### config.mk
export PLATFORM = sky130hd
export DESIGN_NAME = inst_page_loader_flat
export DESIGN_NICKNAME = d
export VERILOG_FILES = /design/src/rtl/inst_page_loader_if.sv /design/src/rtl/inst_page_loader.sv /design/src/flat_wrapper.sv
export SDC_FILE = /design/constraint.sdc
export NUM_CORES = 1
export LEC_CHECK = 0
export CORE_AREA = 2 2 102 104
export CTS_BUF_LIST = sky130_fd_sc_hd__clkbuf_4
export DETAILED_ROUTE_END_ITERATION = 12
export DIE_AREA = 0 0 104 106
export PLACE_DENSITY = 0.7
export SLEW_MARGIN = 5
export SYNTH_ARGS = -nofsm -noshare
export SYNTH_HDL_FRONTEND = slang
export SYNTH_SLANG_ARGS = --single-unit
### constraint.sdc
create_clock -name clock -period 1.8 [get_ports clock]
set_clock_uncertainty 0.15 [all_clocks]
set_input_delay 0.36 -clock clock [delete_from_list [all_inputs] [get_ports clock]]
set_output_delay 0.36 -clock clock [all_outputs]
set_load 0.02 [all_outputs]
### src/rtl/inst_page_loader_if.sv
// inst_page_loader_if
// Bundles the page-request, DRAM read and instruction-cache write signals of
// the instruction page loader.
//   page_req / page_num          : load request and page number (P register)
//   dram_rd_en / dram_rd_addr    : DRAM read strobe and word address
//   dram_q                       : DRAM read data
//   inst_cache_we / instruction_address / instruction_bus : cache write port
//   paging / done / inst_offset  : CPU stall, completion pulse, resident page base
// Modports: master = requester and DRAM side, slave = the loader itself.
interface inst_page_loader_if #(
  parameter int unsigned CACHE_AWIDTH = 6,
  parameter int unsigned DRAM_AWIDTH  = 15
);
  logic                    page_req;
  logic [15:0]             page_num;
  logic                    dram_rd_en;
  logic [DRAM_AWIDTH-1:0]  dram_rd_addr;
  logic [15:0]             dram_q;
  logic                    inst_cache_we;
  logic [CACHE_AWIDTH-1:0] instruction_address;
  logic [15:0]             instruction_bus;
  logic                    paging;
  logic                    done;
  logic [15:0]             inst_offset;

  modport master (
    output page_req, page_num, dram_q,
    input  dram_rd_en, dram_rd_addr, inst_cache_we, instruction_address,
           instruction_bus, paging, done, inst_offset
  );

  modport slave (
    input  page_req, page_num, dram_q,
    output dram_rd_en, dram_rd_addr, inst_cache_we, instruction_address,
           instruction_bus, paging, done, inst_offset
  );
endinterface

### src/rtl/inst_page_loader.sv
// inst_page_loader
// Instruction-cache page filler. On an accepted page request it reads one page
// of 2^CACHE_AWIDTH words from DRAM (consecutive addresses from the page base,
// wrapping at the top of DRAM) and writes them into the instruction cache in
// index order, holding `paging` high so the CPU stalls. A request for the page
// that is already resident completes in one cycle with no DRAM traffic.
// Ports:
//   clock   : system clock, all state on posedge
//   reset_n : asynchronous active-low reset, aborts any load in progress
//   bus     : inst_page_loader_if slave modport (request, DRAM, cache, status)
module inst_page_loader #(
  parameter int unsigned CACHE_AWIDTH = 6,
  parameter int unsigned DRAM_AWIDTH  = 15,
  parameter int unsigned READ_LATENCY = 1
) (
  input  logic              clock,
  input  logic              reset_n,
  inst_page_loader_if.slave bus
);

  typedef enum logic [1:0] {
    S_IDLE  = 2'd0,
    S_FETCH = 2'd1,
    S_DRAIN = 2'd2,
    S_DONE  = 2'd3
  } state_e;

  state_e                  state_q, state_d;
  logic [15:0]             page_q, page_d;
  logic [DRAM_AWIDTH-1:0]  base_q, base_d;
  logic [CACHE_AWIDTH-1:0] rd_cnt_q, rd_cnt_d;
  logic                    rd_en_q, rd_en_d;
  logic [DRAM_AWIDTH-1:0]  rd_addr_q, rd_addr_d;
  logic                    paging_q, paging_d;
  logic                    done_q, done_d;
  logic [15:0]             offset_q, offset_d;
  logic                    res_valid_q, res_valid_d;
  logic [15:0]             res_page_q, res_page_d;
  // Latency pipeline: stage READ_LATENCY-1 lines up with dram_q.
  logic [READ_LATENCY-1:0] pipe_vld_q, pipe_vld_d;
  logic [CACHE_AWIDTH-1:0] pipe_idx_q [READ_LATENCY];
  logic [CACHE_AWIDTH-1:0] pipe_idx_d [READ_LATENCY];

  logic [DRAM_AWIDTH+15:0] base_wide_s;
  logic [DRAM_AWIDTH-1:0]  req_base_s;
  logic [15:0]             req_offset_s;
  logic [15:0]             cur_offset_s;
  logic                    page_hit_s;
  logic                    wr_en_s;
  logic [CACHE_AWIDTH-1:0] wr_idx_s;
  logic [15:0]             wr_data_s;

  // Page base addresses: DRAM base is truncated to the DRAM width, the
  // published offset keeps the low 16 bits.
  always_comb begin
    base_wide_s  = {{DRAM_AWIDTH{1'b0}}, bus.page_num} << CACHE_AWIDTH;
    req_base_s   = base_wide_s[DRAM_AWIDTH-1:0];
    req_offset_s = bus.page_num << CACHE_AWIDTH;
    cur_offset_s = page_q << CACHE_AWIDTH;
    page_hit_s   = res_valid_q && (res_page_q == bus.page_num);
  end

  // Next-state and next-output logic for the load sequencer and pipeline.
  always_comb begin
    state_d     = state_q;
    page_d      = page_q;
    base_d      = base_q;
    rd_cnt_d    = rd_cnt_q;
    rd_en_d     = rd_en_q;
    rd_addr_d   = rd_addr_q;
    paging_d    = paging_q;
    done_d      = 1'b0;
    offset_d    = offset_q;
    res_valid_d = res_valid_q;
    res_page_d  = res_page_q;

    // Every FETCH cycle issues exactly one read, so its index enters stage 0.
    pipe_vld_d    = {READ_LATENCY{1'b0}};
    pipe_idx_d    = pipe_idx_q;
    pipe_vld_d[0] = (state_q == S_FETCH);
    pipe_idx_d[0] = rd_cnt_q;
    for (int i = 1; i < READ_LATENCY; i++) begin
      pipe_vld_d[i] = pipe_vld_q[i-1];
      pipe_idx_d[i] = pipe_idx_q[i-1];
    end

    case (state_q)
      S_IDLE: begin
        if (bus.page_req) begin
          page_d = bus.page_num;
          base_d = req_base_s;
          if (page_hit_s) begin
            state_d     = S_DONE;
            done_d      = 1'b1;
            offset_d    = req_offset_s;
            res_valid_d = 1'b1;
            res_page_d  = bus.page_num;
          end else begin
            state_d   = S_FETCH;
            rd_cnt_d  = {CACHE_AWIDTH{1'b0}};
            rd_en_d   = 1'b1;
            rd_addr_d = req_base_s;
            paging_d  = 1'b1;
          end
        end else begin
          state_d = S_IDLE;
        end
      end
      S_FETCH: begin
        rd_cnt_d = rd_cnt_q + 1'b1;
        if (&rd_cnt_q) begin
          state_d   = S_DRAIN;
          rd_en_d   = 1'b0;
          rd_addr_d = {DRAM_AWIDTH{1'b0}};
        end else begin
          // Address arithmetic wraps naturally at the top of DRAM.
          rd_addr_d = base_q + DRAM_AWIDTH'(rd_cnt_d);
        end
      end
      S_DRAIN: begin
        // Leave once the final write has been presented this cycle.
        if (~|pipe_vld_d) begin
          state_d     = S_DONE;
          paging_d    = 1'b0;
          done_d      = 1'b1;
          offset_d    = cur_offset_s;
          res_valid_d = 1'b1;
          res_page_d  = page_q;
        end else begin
          state_d = S_DRAIN;
        end
      end
      S_DONE: begin
        state_d = S_IDLE;
      end
      default: begin
        state_d   = S_IDLE;
        rd_en_d   = 1'b0;
        rd_addr_d = {DRAM_AWIDTH{1'b0}};
        paging_d  = 1'b0;
      end
    endcase
  end

  // State registers with asynchronous abort on reset.
  always_ff @(posedge clock or negedge reset_n) begin
    if (!reset_n) begin
      state_q     <= S_IDLE;
      page_q      <= 16'h0000;
      base_q      <= {DRAM_AWIDTH{1'b0}};
      rd_cnt_q    <= {CACHE_AWIDTH{1'b0}};
      rd_en_q     <= 1'b0;
      rd_addr_q   <= {DRAM_AWIDTH{1'b0}};
      paging_q    <= 1'b0;
      done_q      <= 1'b0;
      offset_q    <= 16'h0000;
      res_valid_q <= 1'b0;
      res_page_q  <= 16'h0000;
      pipe_vld_q  <= {READ_LATENCY{1'b0}};
      for (int i = 0; i < READ_LATENCY; i++) begin
        pipe_idx_q[i] <= {CACHE_AWIDTH{1'b0}};
      end
    end else begin
      state_q     <= state_d;
      page_q      <= page_d;
      base_q      <= base_d;
      rd_cnt_q    <= rd_cnt_d;
      rd_en_q     <= rd_en_d;
      rd_addr_q   <= rd_addr_d;
      paging_q    <= paging_d;
      done_q      <= done_d;
      offset_q    <= offset_d;
      res_valid_q <= res_valid_d;
      res_page_q  <= res_page_d;
      pipe_vld_q  <= pipe_vld_d;
      pipe_idx_q  <= pipe_idx_d;
    end
  end

  // Cache write port: index and data must share the cycle dram_q is valid.
  always_comb begin
    if (pipe_vld_q[READ_LATENCY-1]) begin
      wr_en_s   = 1'b1;
      wr_idx_s  = pipe_idx_q[READ_LATENCY-1];
      wr_data_s = bus.dram_q;
    end else begin
      wr_en_s   = 1'b0;
      wr_idx_s  = {CACHE_AWIDTH{1'b0}};
      wr_data_s = 16'h0000;
    end
  end

  assign bus.dram_rd_en          = rd_en_q;
  assign bus.dram_rd_addr        = rd_addr_q;
  assign bus.inst_cache_we       = wr_en_s;
  assign bus.instruction_address = wr_idx_s;
  assign bus.instruction_bus     = wr_data_s;
  assign bus.paging              = paging_q;
  assign bus.done                = done_q;
  assign bus.inst_offset         = offset_q;

endmodule

### src/flat_wrapper.sv
// flat-port wrapper written by rule: the top's interface ports become plain ports
module inst_page_loader_flat 
#(
  parameter int unsigned CACHE_AWIDTH = 6,
  parameter int unsigned DRAM_AWIDTH  = 15,
  parameter int unsigned READ_LATENCY = 1
)
  (clock, reset_n, bus_page_req, bus_page_num, bus_dram_q, bus_dram_rd_en, bus_dram_rd_addr, bus_inst_cache_we, bus_instruction_address, bus_instruction_bus, bus_paging, bus_done, bus_inst_offset);
  inst_page_loader_if #(.CACHE_AWIDTH(CACHE_AWIDTH), .DRAM_AWIDTH(DRAM_AWIDTH)) bus_i ();
  input  logic clock;
  input  logic reset_n;
  input wire logic [$bits(bus_i.page_req)-1:0] bus_page_req;
  input wire logic [$bits(bus_i.page_num)-1:0] bus_page_num;
  input wire logic [$bits(bus_i.dram_q)-1:0] bus_dram_q;
  output wire logic [$bits(bus_i.dram_rd_en)-1:0] bus_dram_rd_en;
  output wire logic [$bits(bus_i.dram_rd_addr)-1:0] bus_dram_rd_addr;
  output wire logic [$bits(bus_i.inst_cache_we)-1:0] bus_inst_cache_we;
  output wire logic [$bits(bus_i.instruction_address)-1:0] bus_instruction_address;
  output wire logic [$bits(bus_i.instruction_bus)-1:0] bus_instruction_bus;
  output wire logic [$bits(bus_i.paging)-1:0] bus_paging;
  output wire logic [$bits(bus_i.done)-1:0] bus_done;
  output wire logic [$bits(bus_i.inst_offset)-1:0] bus_inst_offset;
  assign bus_i.page_req = bus_page_req;
  assign bus_i.page_num = bus_page_num;
  assign bus_i.dram_q = bus_dram_q;
  assign bus_dram_rd_en = bus_i.dram_rd_en;
  assign bus_dram_rd_addr = bus_i.dram_rd_addr;
  assign bus_inst_cache_we = bus_i.inst_cache_we;
  assign bus_instruction_address = bus_i.instruction_address;
  assign bus_instruction_bus = bus_i.instruction_bus;
  assign bus_paging = bus_i.paging;
  assign bus_done = bus_i.done;
  assign bus_inst_offset = bus_i.inst_offset;
  inst_page_loader #(.CACHE_AWIDTH(CACHE_AWIDTH), .DRAM_AWIDTH(DRAM_AWIDTH), .READ_LATENCY(READ_LATENCY)) u_core (.clock(clock), .reset_n(reset_n), .bus(bus_i));
endmodule
# --- Word level (Yosys, flattened, before mapping) ---
# Index checks and enable logic that the tools add are counted.
totals:
  regBits: 91
  latchBits: 0
  mem_bits_rw: 0
  romBits: 0
  inputBits: 35
  out_inout_bits: 57
  word_cells: 70
  mem_count: 0
classes:
  addsub: 2
  mul: 0
  div_mod_pow: 0
  n_lt_le_gt_ge: 0
  n_eq_ne: 9
  shift: 0
  mux: 36
  bitwise: 0
  n_reduce_logical: 10
op_table:
  columns: ["op", "n"]
  rows:
  - ["two-way mux 16 bit", 7]
  - ["case mux 16 bit (2 select lines)", 2]
  - ["two-way mux 15 bit", 3]
  - ["case mux 15 bit (2 select lines)", 1]
  - ["two-way mux 6 bit", 3]
  - ["equality test 16 bit", 1]
  - ["adder 15 x 6 -> 15 bit", 1]
  - ["case mux 6 bit (2 select lines)", 1]
  - ["AND reduction 4 bit", 3]
  - ["two-way mux 1 bit", 11]
  - ["!= test 2 bit, second input constant", 4]
  - ["case mux 1 bit (2 select lines)", 4]
  - ["case mux 2 bit (4 select lines)", 1]
  - ["adder 6 x 1 -> 6 bit, second input constant", 1]
  - ["two-way mux 2 bit", 3]
  - ["AND reduction 6 bit", 1]
  - ["equality test 2 bit, second input constant", 2]
  - ["nonzero test 2 bit", 2]
  - ["AND reduction 3 bit", 1]
  - ["equality test 2 x 1 -> 1 bit, second input constant", 1]
  - ["logical NOT 2 bit", 1]
  - ["!= test 2 x 1 -> 1 bit, second input constant", 1]
  - ["AND reduction 2 bit", 1]
  - ["logical AND 1 bit", 1]

# --- Depth between registers and ports, before layout ---
# Gate-level depths: netlist of run 1.
depth:
  word_depth: 5
  mapped_depth: 8
  mapped_depth_nobuf: 7

# --- Worst setup path after synthesis of run 1 ---
# Ideal clock, no wire load.
synth_timing:
  kind: "register -> register"
  startpoint: "register u_core.state_q[1]"
  endpoint: "register u_core.rd_addr_q[12], in the netlist u_core.bus.dram_rd_addr[12]"
  setup_ns: 0.125
  arrival_time_ns: 1.702
  required_ns: 1.525
  slack_ns: -0.177
  path_stages_with_launch: 8
  path_buffers: 2
  period_less_slack_ns: 1.977
  cell_sequence: "dfrtp_1 > inv_1 > ha_1 > buf_2 > clkinv_1 > clkbuf_1 > a22o_1 > mux2_4"
synth_between:
  elab_chain_cells: 3
  elab_cells_between_ends: 7
  classes_between: "eq/ne (3); mux (1); reduce/logical (3)"
synth_rtl:
  columns: ["element", "line_no", "source"]
  rows:
  - ["start: declaration", "inst_page_loader.sv:28", "state_e state_q, state_d;"]
  - ["start signal: assignment", "inst_page_loader.sv:164", "state_q <= state_d;"]
  - ["equality test 2 x 1 -> 1 bit *", null, null]
  - ["via u_core.pipe_vld_d", "inst_page_loader.sv:40", "logic [READ_LATENCY-1:0] pipe_vld_q, pipe_vld_d;"]
  - ["nonzero test 2 bit (no source line)", null, null]
  - ["AND reduction 3 bit (no source line)", null, null]
  - ["end signal: assignment", "inst_page_loader.sv:153", "rd_addr_q <= {DRAM_AWIDTH{1'b0}};"]
  - ["end signal: assignment", "inst_page_loader.sv:169", "rd_addr_q <= rd_addr_d;"]
  - ["end: declaration", "inst_page_loader.sv:33", "logic [DRAM_AWIDTH-1:0] rd_addr_q, rd_addr_d;"]
# Mark *: on every way through the listed nets, which the timed path passes. The rest lies on a longest branch.
# A chain may end at the register's enable or synchronous reset.

# --- Final worst setup path of run 1 ---
layout_timing:
  startpoint: "register u_core.res_page_q[11]"
  endpoint: "register u_core.rd_addr_q[7], in the netlist u_core.bus.dram_rd_addr[7]"
layout_between:
  elab_chain_cells: 4
layout_rtl:
  columns: ["element", "line_no", "source"]
  rows:
  - ["start: declaration", "inst_page_loader.sv:38", "logic [15:0] res_page_q, res_page_d;"]
  - ["start signal: assignment", "inst_page_loader.sv:174", "res_page_q <= res_page_d;"]
  - ["equality test 16 bit", "inst_page_loader.sv:60", "page_hit_s = res_valid_q && (res_page_q == bus.page_num);"]
  - ["logical AND 1 bit", "inst_page_loader.sv:60", null]
  - ["!= test 2 bit (no source line)", null, null]
  - ["AND reduction 3 bit (no source line)", null, null]
# No other way between the ends.

==> results of run 1 <==
==> metrics by stage <==
step | setup slack, ns | utilization [%]
final | -0.259 | 52.0
after global routing | -0.356 | 52.0
after CTS | -0.229 | 47.7
after detailed placement | -0.681 | 46.9
after global placement | -0.634 | 46.9
after floorplan | -0.137 | -
==> critical path, stage by stage, from the launching register on <==
cell and delay, ns:
dfrtp_1 0.44, xnor2_2 0.19, nand3_2 0.13, nor4_4 0.31
a21oi_2 0.11, nor2b_2 0.17, buf_6 0.15, mux2_4 0.30
==> final cells by class <==
type,instances,area [um2]
Sequential cell,66,1650
Multi-Input combinational cell,219,1920
Timing Repair Buffer,144,1290
Clock buffer,12,90.1
Clock inverter,4,42.5
Tap cell,136,170
Inverter,6,23.8
Fill cell,895,4800
==> where the power goes <==
group	switching [uW]	internal (uW)	leakage (uW)
logic	2640	2670	0.00151
registers	493	2170	0.000811
clock network	502	461	0.0000764
total	3630	5310	0.00240
==> layer usage <==
| layer | routed length, um | GRT usage (%) |
|---|---|---|
| met3 | 559 | 4.78 |
| met2 | 4620 | 26.5 |
| met4 | 87 | 4.63 |
| met5 | 0 | 0 |
| met1 | 3850 | 18.6 |
==> worst paths after layout <==
| check | slack (ns) | from | cells after the start | end |
|---|---|---|---|---|
| setup reg to reg | -0.26 | u_core.res_page_q[11] | 7 | u_core.bus.dram_rd_addr[7] |
| hold reg to reg | 0.37 | u_core.pipe_idx_d[2] | 0 | u_core.pipe_idx_q[2] |
| hold / removal | 0.17 | bus_page_num[11] | 2 | u_core.page_q[11] |
| min in group asynchronous | 0.36 | reset_n | 3 | u_core.res_page_q[15] |
| setup / recovery | -0.26 | u_core.res_page_q[11] | 7 | u_core.bus.dram_rd_addr[7] |
| max in group asynchronous | 0.86 | reset_n | 3 | u_core.bus.dram_rd_en |
==> state kept, by name, indices dropped and copies added (netlist names) <==
signal / count
u_core.bus.done: 1
u_core.page_q: 16
u_core.state_q: 2
u_core.pipe_idx_q: 6
u_core.res_page_q: 16
u_core.pipe_idx_d: 6
u_core.bus.dram_rd_addr: 15
u_core.pipe_vld_q: 1
u_core.res_valid_q: 1
u_core.bus.dram_rd_en: 1
u_core.bus.paging: 1
==> repair_timing <==
item,in CTS,in global routing
setup buffers,2,2
gates resized for setup,145,104
hold buffers,1,0
pin swaps,10,25
gates cloned,0,3
hold endpoints to repair,66,0
endpoints found under the setup margin,108,83
==> placed cells by master (no fill, tap or decap), types with 6 or more instances in the layout <==
cell / Yosys / layout
xnor2_2: 0 / 7
buf_4: 16 / 46
dfrtp_1: 66 / 66
xnor2_1: 14 / 7
nand2_2: 0 / 9
and2_1: 26 / 24
clkbuf_4: 0 / 12
mux2i_1: 16 / 16
o21ai_1: 0 / 9
nand2_4: 0 / 8
a22o_1: 9 / 9
clkbuf_2: 0 / 6
dlygate4sd2_1: 0 / 18
o21ai_0: 22 / 6
mux2_2: 22 / 16
nand2_1: 34 / 16
o21ai_2: 0 / 7
mux2_4: 4 / 10
conb_1: 1 / 6
buf_2: 3 / 14
nor2_1: 7 / 7
buf_6: 1 / 15
clkdlybuf4s50_1: 0 / 31
==> logic make-up after synthesis <==
group           count (synthesis)  synth area share, %
buf+inv                        39                 6.83
simple gates                   89                 13.6
xor+xnor                       17                 4.34
fa+ha+maj                       4                 1.46
mux                            42                 13.7
compound gates                 61                 11.8
flops                          66                 48.2
other cells                     1                0.109
==> impl_metrics.ini, run 1 <==
[yosys]
synth_warnings = 0
yosys_register_bits = 66
synth_top_cell_by_area = dfrtp_1
post-synth-top-area-fraction_pct = 48.2
synth_enable_flop_cells = 0
postSynth.asyncResetShare_pct = 100
synth_flop_cell = dfrtp_1
cell_area_synth_um2 = 3430
post_synth.cell_area_avg_um2 = 10.7
synth.area.top_cells = dfrtp_1 48%, mux2_2 7.2%, and2_1 4.7%, mux2i_1 4.7%, nand2_1 3.7%
synth.top_cells.by_count = 66 x dfrtp_1, 34 x nand2_1, 26 x and2_1, 22 x mux2_2, 22 x o21ai_0
postSynthCellCount = 319
synth.most_common_cell = dfrtp_1
yosys.cell_types.count = 41
synth_seq_area_share_pct = 48.2

[layout]
areaGrowthSynthToFinish_pct = 51.6
layoutNonFillerInstCount = 587
drive_gt1_share_pct = 41.5
final_design_area_no_fill_um2 = 5190
num_antenna_cells = 0
final_nets = 485

[sta]
final.period_utilization_pct = 114
period_needed_ns = 2.06
final.hold.worst_slack_ns = 0.169
setup_viol_count_final = 41
finalHoldViolCount = 0
setup_total_negative_slack_ns = -7.98
timing.final.ws_setup_ns = -0.259
fmax_mhz = 486
report.final.slew_viol_count = 0
rsz_0062_raised_after_global_routing = true

[placed_design]
detailed_place_hpwl_mm = 5.95
global_placement_routability_congestion = 0.763
post-place-cells = 564
io_buffer_count = 85
postPlaceCellArea_um2 = 4690

[cts]
clock_tree.root_cell = clkbuf_4
cts_num_sinks = 66
ctsLongestPathBuffers = 2
cts_htree_levels = 3
worst_setup_hold_path_clk_slew_ns = 0.10
clkLatencyLatePin_ns = 0.40
cts_tree = done
cts_inserted_buffers = 9

[critical_path]
worstPathMaxFanout = 5
end_kind = register
worstSetupStartpointType = register
critical_path_type = reg2reg
critPathRequiredTime_ns = 1.95
cp.arrival_ns = 2.21

[grt]
grt_start_max_net_pins = 67
grt_first_pass_wirelength_mm = 13.6
track_usage_pct = 15.4
grt_antenna_before_repair = 0
grt-ovfl-total = 0
number_of_global_route_vias_before_repair = 2873

[routing]
vias = 2876
detail_route.iter0.violations = 147
drt_first_pass_iters = 4
drcViolationCount = 0
detail_route.wl_per_cell_um = 15.5
route.antenna.remaining_nets = 0
route.final.wire_length_mm = 9.13
detail_route.vias_per_cell = 4.90

[pwr]
total_power_uw = 8940
max-vdd-ir-drop_mv = 1.00
pwr_density_cell_nw_per_um2 = 1720
cellLeakagePower_uw = 0.00240

[die]
floorplan.rows = 37
core_um2 = 10000
die_height_um = 106
die_w_um = 104
fp.dieArea_um2 = 11000
io_pins = 92
initial_utilization_pct = 34.3

[outcome]
failed_checks = setup timing
outcome = finished, violations left

[run]
timing.max_cap.violations = 0

[min_path]
min_path_type = in2reg
Power figures use the tool's default switching activity.
==> inputs of run 2 (changes only) <==
--- a/config.mk
+++ b/config.mk
@@ -5,6 +5,7 @@
 export SDC_FILE = /design/constraint.sdc
 export NUM_CORES = 1
 export LEC_CHECK = 0
+export CAP_MARGIN = 20
 export CORE_AREA = 2 2 102 104
 export CTS_BUF_LIST = sky130_fd_sc_hd__clkbuf_4
 export DETAILED_ROUTE_END_ITERATION = 12
==> constraint.sdc (replaced) <==
create_clock -name clock -period 1.8 [get_ports clock]
set_clock_uncertainty 0.15 [all_clocks]
set_input_delay 0.36 -clock clock [delete_from_list [all_inputs] [get_ports clock]]
set_output_delay 0.36 -clock clock [all_outputs]
set_load 0.05 [all_outputs]
==> run 2 against run 1 <==
  * Flip-flop and latch count stayed put
  * Via count increased by 2.3%
  * Worst hold slack improved by 0.10 ns
  * The run still ends with setup timing left
  * Highest routed layer unchanged
  * Clock power is 12% higher
  * Routed wire length is 7.0% higher
  * Register-to-register slack worse by 0.03 ns
  * Combinational power up 41%
  * Cell count is 1.4% higher
  * Clock-buffer cell count decreased by 3
  * Worst setup slack got worse by 0.038 ns
==> impl_metrics.ini, run 2 (synthesis results as in run 1) <==
[outcome]
outcome = finished, violations left
failed_checks = setup timing

[die]
io_pins = 92
core_um2 = 10000
floorplan.rows = 37
die_w_um = 104
die_height_um = 106
fp.dieArea_um2 = 11000
initial_utilization_pct = 34.3

[sta]
period_needed_ns = 2.10
report.final.slew_viol_count = 0
fmax_mhz = 477
setup_viol_count_final = 63
final.period_utilization_pct = 116
finalHoldViolCount = 0
rsz_0062_raised_after_global_routing = true
timing.final.ws_setup_ns = -0.297

[layout]
utilization_pct = 58.1
layout.cells.most_common_list = 65 x dfrtp_1, 58 x buf_4, 42 x buf_12
drive_gt1_share_pct = 52.1
num_antenna_cells = 0
final_nets = 493
layoutNonFillerInstCount = 595
n_fill_cell = 836
most_common_cell_after_layout_fill_and_taps_aside = dfrtp_1
areaGrowthSynthToFinish_pct = 69.6

[grt]
grt_antenna_before_repair = 0
number_of_global_route_vias_before_repair = 3078
track_usage_pct = 17.6
grt_first_pass_wirelength_mm = 15.4
grt_start_max_net_pins = 67
grt-ovfl-total = 0

[cts]
cts_tree = done
cts_htree_levels = 3
cts_inserted_buffers = 9
clock_tree.root_cell = clkbuf_4
ctsLongestPathBuffers = 2
worst_setup_hold_path_clk_slew_ns = 0.11
cts_num_sinks = 66
clkLatencyLatePin_ns = 0.42

[placed_design]
global_placement_routability_congestion = 0.803
io_buffer_count = 85
detailed_place_hpwl_mm = 6.22
placement.setup.worst_slack_ns = -0.708
post-place-cells = 566

[routing]
vias = 2942
route.final.wire_length_mm = 9.76
detail_route.vias_per_cell = 4.94
drt_first_pass_iters = 4
route.met2.wl_mm = 5.04
route.antenna.remaining_nets = 0
routedLengthMet1_mm = 3.97
met3_length_um = 532
detail_route.iter0.violations = 99
drcViolationCount = 0
detail_route.wl_per_cell_um = 16.4
dr.max_layer_used = met4

[critical_path]
worstPathMaxFanout = 6
r2r_cells = 9
critical_path.reg2reg.startpoint = u_core.res_page_q[3]
worstSetupStartpointType = input pin
critical_path.reg2reg.endpoint = u_core.res_page_q[10]
critical_path_type = in2reg
ff_to_ff_setup_slack_ns = -0.29
end_kind = register
critPathRequiredTime_ns = 1.96
cp.arrival_ns = 2.25

[pwr]
pwr_density_cell_nw_per_um2 = 1950
max-vdd-ir-drop_mv = 1.19
power.switching_fraction_pct = 43.0
power_switching_uw = 4870
cellLeakagePower_uw = 0.00257
power.share.clock_pct = 9.6
combPwrFrac_pct = 66.4
power.share.sequential_pct = 24.0
intPower_uw = 6450
total_power_uw = 11300

[min_path]
timing.hold.worst_path_depth = 2
hold-path-endpoint = u_core.page_q[11]
min_path_type = in2reg
hp-start = bus_page_num[11]

[run]
timing.max_cap.violations = 0
## run 2: routing by layer
layer	global-route usage, %	vias up
met4	8.20	0
li1	-	1372
met2	30.1	115
met1	21.1	1435
met3	4.05	20
met5	0	-
## run 2: cell type report
type | instances | area, um2 | share of cell area (%)
well taps | 136 | 170 | 2.93
inverters | 6 | 23.8 | 0.409
repair buffers | 152 | 1840 | 31.7
multi-input cells | 219 | 1970 | 33.9
flip-flops and latches | 66 | 1650 | 28.4
clock inverters | 7 | 83.8 | 1.44
clock buffers | 9 | 67.6 | 1.16
## run 2: timing repair
action | 4_1_cts | 5_1_grt
hold buffers | 1 | 0
setup buffers | 6 | 3
endpoints found under the setup margin | 63 | 80
resized for setup | 70 | 59
pin swaps | 16 | 18
gates cloned | 6 | 0
hold endpoints to repair | 66 | 0
## run 2: critical path, stage by stage
cell             delay [ns]
clkdlybuf4s50_1        0.43
xnor2_1                0.24
nand3_2                0.15
nor4_4                 0.29
buf_4                  0.20
a31oi_4                0.16
buf_12                 0.18
buf_16                 0.14
nand2_2                0.05
o21ai_1                0.05
## run 2: metrics by stage
step	TNS, ns	hold WS (ns)	instance area [um2]
finish	-9.00	0.271	5810
global route	-12.76	0.247	5810
CTS	-6.79	0.214	5530
detailed placement	-26.26	0.260	5070
global placement	-24.27	0.260	5070
floorplan	-0.860	-0.0856	3480
## run 2: power groups by stage
stage                     registers, uW  clock network, uW  logic, uW
final                              2720               1080       7510
after global routing               2790               1170       7910
after CTS                          2670               1110       6980
after detailed placement           2660                  0       6330
after global placement             2630                  0       6200
after floorplan                    3200                  0       3240
## run 2: how the worst max path moves through the flow
stage                           from                          end  cells after the start
2_1_floorplan   u_core.res_page_q[3]  u_core.bus.dram_rd_addr[11]                      8
5_1_grt         u_core.res_page_q[3]  u_core.bus.dram_rd_addr[12]                      7
6_report             bus_page_num[3]        u_core.res_page_q[10]                     10
4_1_cts        u_core.res_page_q[11]   u_core.bus.dram_rd_addr[8]                      7
3_3_place_gp        bus_page_num[11]   u_core.bus.dram_rd_addr[6]                      8
3_5_place_dp        bus_page_num[11]  u_core.bus.dram_rd_addr[10]                      8
